File: config.mk
export PLATFORM = sky130hd
export DESIGN_NAME = tag_resolver
export DESIGN_NICKNAME = d
export VERILOG_FILES = /design/src/rtl/cam_pkg.sv /design/src/rtl/tag_priority_encoder.sv /design/src/rtl/tag_resolver.sv
export SDC_FILE = /design/constraint.sdc
export NUM_CORES = 1
export LEC_CHECK = 0
export BUFFER_PORTS_ARGS = -buffer_cell sky130_fd_sc_hd__clkbuf_2
export CORE_ASPECT_RATIO = 0.75
export CORE_MARGIN = 2
export CORE_UTILIZATION = 47
export CTS_BUF_LIST = sky130_fd_sc_hd__clkbuf_8 sky130_fd_sc_hd__clkbuf_16
export CTS_CLUSTER_DIAMETER = 60
export DETAILED_ROUTE_END_ITERATION = 6
export HOLD_SLACK_MARGIN = 0.05
export PLACE_DENSITY = 0.76
export SLEW_MARGIN = 20
export SYNTH_ARGS = -nofsm -noshare
export SYNTH_HDL_FRONTEND = slang
export SYNTH_HIERARCHICAL = 1
export SYNTH_SLANG_ARGS = --single-unit
File: constraint.sdc
create_clock -name CLK -period 9.85 [get_ports CLK]
set_input_delay 0.4925 -clock CLK [delete_from_list [all_inputs] [get_ports CLK]]
set_output_delay 0.4925 -clock CLK [all_outputs]
set_load 0.01 [all_outputs]
File: src/rtl/cam_pkg.sv
// Shared types and sizing for the CAM tag resolution path.
package cam_pkg;

    typedef enum logic [1:0] {
        IDLE = 2'd0,
        SCAN = 2'd1,
        DONE = 2'd2
    } state_t;

    localparam int CAM_NUM_CELLS = 100;

    function automatic int idx_width(input int n);
        return (n <= 1) ? 1 : $clog2(n);
    endfunction

endpackage

File: src/rtl/tag_priority_encoder.sv
// Lowest-set-bit search over the tag snapshot; idx is 0 when nothing is set.
module tag_priority_encoder
    import cam_pkg::*;
#(
    parameter  int num_cells = CAM_NUM_CELLS,
    localparam int idx_bits  = idx_width(num_cells)
) (
    input  logic [num_cells-1:0] vec,
    output logic [idx_bits-1:0]  idx,
    output logic                 found
);

    // Walk high to low so the last hit written is the lowest index.
    always_comb begin
        idx   = '0;
        found = 1'b0;
        for (int i = num_cells - 1; i >= 0; i--) begin
            if (vec[i]) begin
                idx   = idx_bits'(i);
                found = 1'b1;
            end
        end
    end

endmodule

File: src/rtl/tag_resolver.sv
// Snapshots CAM match tags and streams matching indices lowest-first over a valid/ready port.
// Optional match_count output enabled by defining TAG_RESOLVER_MATCH_COUNT_EN.
module tag_resolver
    import cam_pkg::*;
#(
    parameter  int num_cells = CAM_NUM_CELLS,
    localparam int idx_bits  = idx_width(num_cells),
    localparam int cnt_bits  = $clog2(num_cells + 1)
) (
    input  logic                 CLK,
    input  logic                 RST,
    input  logic [num_cells-1:0] tag_wires,
    input  logic                 capture,
    input  logic                 flush,
    input  logic                 match_ready,
    output logic                 match_valid,
    output logic [idx_bits-1:0]  match_idx,
    output logic                 any_match,
    output logic                 busy,
    output logic                 done
`ifdef TAG_RESOLVER_MATCH_COUNT_EN
    ,
    output logic [cnt_bits-1:0]  match_count
`endif
);

    state_t               state, state_nx;
    logic [num_cells-1:0] snapshot, snapshot_nx;
    logic                 cap_en;
    logic [idx_bits-1:0]  enc_idx;
    logic                 enc_found;

    tag_priority_encoder #(.num_cells(num_cells)) u_enc (
        .vec   (snapshot),
        .idx   (enc_idx),
        .found (enc_found)
    );

    always_comb begin
        state_nx    = state;
        snapshot_nx = snapshot;
        cap_en      = 1'b0;
        case (state)
            IDLE: begin
                // flush alongside capture drops the capture
                if (capture && !flush) begin
                    cap_en      = 1'b1;
                    snapshot_nx = tag_wires;
                    state_nx    = (|tag_wires) ? SCAN : DONE;
                end
            end
            SCAN: begin
                if (flush) begin
                    snapshot_nx = '0;
                    state_nx    = DONE;
                end else if (match_ready) begin
                    // x & (x-1) retires exactly the bit the encoder is presenting
                    snapshot_nx = snapshot & (snapshot - num_cells'(1));
                    if (snapshot_nx == '0)
                        state_nx = DONE;
                end
            end
            DONE:    state_nx = IDLE;
            default: state_nx = IDLE;
        endcase
    end

    always_ff @(posedge CLK or posedge RST) begin
        if (RST) begin
            state     <= IDLE;
            snapshot  <= '0;
            any_match <= 1'b0;
        end else begin
            state    <= state_nx;
            snapshot <= snapshot_nx;
            if (cap_en)
                any_match <= |tag_wires;
        end
    end

    // Outputs decode straight from state so an async reset clears them immediately.
    assign match_valid = (state == SCAN) && enc_found;
    assign match_idx   = match_valid ? enc_idx : '0;
    assign busy        = (state != IDLE);
    assign done        = (state == DONE);

`ifdef TAG_RESOLVER_MATCH_COUNT_EN
    logic [cnt_bits-1:0] pop;

    always_comb begin
        pop = '0;
        for (int i = 0; i < num_cells; i++)
            pop = pop + cnt_bits'(tag_wires[i]);
    end

    always_ff @(posedge CLK or posedge RST) begin
        if (RST)
            match_count <= '0;
        else if (cap_en)
            match_count <= pop;
    end
`endif

endmodule
==> summary.md <==
| Metric | Value |
|---|---|
| CTS clk-pin slew, worst paths | `0.08 ns` |
| Die ar. | `18100 µm²` |
| CTS tree | `done` |
| Total GRT Usage | `0.364` |
| Yosys warns | `6` |
| Dpl cells | `1310` |
| Post-Syn Nets | `1123` |
| Critical Path Source Type | `flop` |
| Worst r2r path cells | `9` |
| Leakage | `0.00353 µW` |
| Number of vias in the routed layout | `9384` |
| Crit path time final | `4.76 ns` |
| Sw frac | `0.473` |
| Post-CTS sizing | `0` |
| Commonest non-fill, non-tap cells in the layout | `nand2_1 (122), clkbuf_2 (115), o21ai_0 (108)` |
| CP required | `10.12 ns` |
| CP Data Arrival Time | `5.03 ns` |
| Max-cap viol count | `0` |
| Syn_area_per_cell | `7.85 µm²` |
| Cell count after synthesis | `1018` |
| Synth Register Bits | `103` |
| Leading area contributor after synthesis | `dfrtp_1` |
| Violated checks | `DRC` |
| Critical path class | `reg2reg` |
| Max Slew Vio Count | `0` |
| Post-synthesis cell area | `7990 µm²` |
| Initial antenna violation count | `0` |
| Std cell rows | `41` |
| Initial Utilization | `0.478` |
| CTS H-Tree Depth | `3` |
| GRT Residual Overflow | `0` |
| Clk sinks | `103` |
| TritonCTS Buffers | `9` |
| PwrDens | `221 nW/µm²` |
| Pre-CTS WS | `5.35 ns` |
| Combinational share of power | `0.381` |
| Max Fclk | `210 MHz` |
| Detailed Route WL | `32900 µm` |
| Status | `complete, but fails checks` |
| Global-route wire length before repair | `50400 µm` |
| Register area share after synthesis | `0.322` |
| Vias/cell | `7.08` |
| Worst Hold Class | `in2async` |
| Final setup margin | `5.09 ns` |
| DRT Pass-1 Iters | `7` |
| RSZ-0062 raised after global routing | `false` |
| VDD IR max | `0.146 mV` |
| Sequential share of power | `0.423` |
| Number of global-route vias before repair | `8358` |
| Antenna cells | `0` |
| Filler cells | `1618` |
| Post-DP HPWL | `24100 µm` |
| Io pins | `116` |
| Die X | `155 µm` |
| Tightest Pin Transition | `1.18 ns` |
| Non-filler instance count after layout | `1326` |
| Crit end category | `flop` |
| Final Cycle Share | `0.483` |
| Commonest non-fill, non-tap cell in the layout | `nand2_1` |
| CTS Hold Bufs | `0` |
| Ys async rst share | `1.00` |
| Layout Nets | `1211` |
| Largest cells by area after synthesis | `dfrtp_1 (32%), a22o_1 (10%), o21ai_0 (6.8%)` |
| RD Place Congestion | `1.09` |
| Per-cell routed wire length | `24.8 µm` |
| Largest net degree at the start of global routing | `67` |
| DRT iter0 DRCs | `1225` |
| Share of cells above drive strength 1 | `0.156` |
| Final hold violation count | `0` |
| ANT nets after route | `0` |
| Hold Worst Slack | `0.160 ns` |
| Clock group share of total power | `0.196` |
| Clk Latency, worst-skew pair | `0.36 ns` |
| Setup TNS Final | `0 ns` |
| Clk_skew | `0.0130 ns` |
| Synth top area share | `0.322` |
| Core area | `16700 µm²` |
| Area delta synth->final | `13.5%` |
| Synth Flop Type | `dfrtp_1` |
| Die height | `117 µm` |
| CTS Buffer Depth | `2` |
| Post-route DRC | `1` |
| Final setup viols | `0` |
| Relative slew slack | `0.203` |
| Clock root buffer | `clkbuf_16` |
| Final core area utilization | `0.542` |
| Postcts setup bufs | `0` |
| CP Max Fanout | `11` |
| Post-synth cell types | `70` |
| Post-synth EDFFs | `0` |
| Int Pwr | `1060 µW` |
| Number of port buffers | `115` |
| Switch Pwr | `948 µW` |
stage by stage:
stage               instance area [µm²]  total power, µW
floorplan                          7990             1260
global placement                   8750             1560
finish                             9070             2010
detailed placement                 8750             1560
global route                       9070             2100
CTS                                9060             1960
cell families (layout without fill, tap and decap cells):
family,Yosys count,in the layout,share of synthesized area
simple gates,497,497,0.341
compound gates,343,343,0.299
flops,103,103,0.322
buf+inv,72,165,0.0338
fa+ha+maj,2,2,0.00250
mux,1,1,0.00141
synthesized netlist by cell type (7+ instances only):
master and instances:
a21oi_1 37, a22o_1 92, and2_1 7, buf_1 7
clkbuf_1 37, dfrtp_1 103, inv_1 27, nand2_1 123
nand2b_1 9, nand3_1 17, nand4_1 27, nor2_1 71
nor2b_1 8, nor3_1 59, nor4_1 75, o211ai_1 9
o21a_1 8, o21ai_0 108, o21bai_1 8, o31ai_1 19
o41ai_1 9, or2_2 7, or3_1 24, or4_1 27
or4_4 7
power by group through the flow:
| stage | combinational [µW] | sequential (µW) | clock (µW) |
|---|---|---|---|
| final | 764 | 848 | 393 |
| after global routing | 827 | 867 | 410 |
| after CTS | 735 | 828 | 399 |
| after detailed placement | 731 | 834 | 0 |
| after global placement | 726 | 829 | 0 |
| after floorplan | 542 | 720 | 0 |
sequential cells by signal, summed over array words and instances (netlist names):
register   cells
snapshot     100
state          2
any_match      1
per-layer routing:
layer / share of wire / track usage / routed length [µm]
met5: 0 / 0 / 0
met4: 0.022 / 0.0951 / 712
met3: 0.14 / 0.114 / 4540
met2: 0.40 / 0.510 / 13300
met1: 0.44 / 0.540 / 14400
final cells by class:
type	instances	area, µm²	share of cell area
Multi-Input combinational cell	843	5180	0.572
Sequential cell	103	2580	0.284
Timing Repair Buffer	121	621	0.0684
Tap cell	215	269	0.0297
Clock buffer	9	225	0.0248
Inverter	28	108	0.0119
Clock inverter	7	86.3	0.00952
critical path: stages (launching register included):
cell and delay (ns):
dfrtp_1 0.53, nor4_1 0.75, nor4b_4 0.62, nand4_4 0.29
o41a_1 0.42, or4_1 0.59, nor4_1 0.39, nand4_1 0.21
or4_1 0.59, a221oi_2 0.28
worst paths after layout:
kind	startpoint	end	slack [ns]
setup / recovery	snapshot[54]	state[1]	5.09
hold / removal	RST	snapshot[54]	0.16
setup reg to reg	snapshot[54]	state[1]	5.09
hold reg to reg	any_match	any_match	0.53
max in group asynchronous	RST	state[0]	8.44
min in group CLK	tag_wires[73]	snapshot[73]	0.33
(Power assumes the default switching activity.)
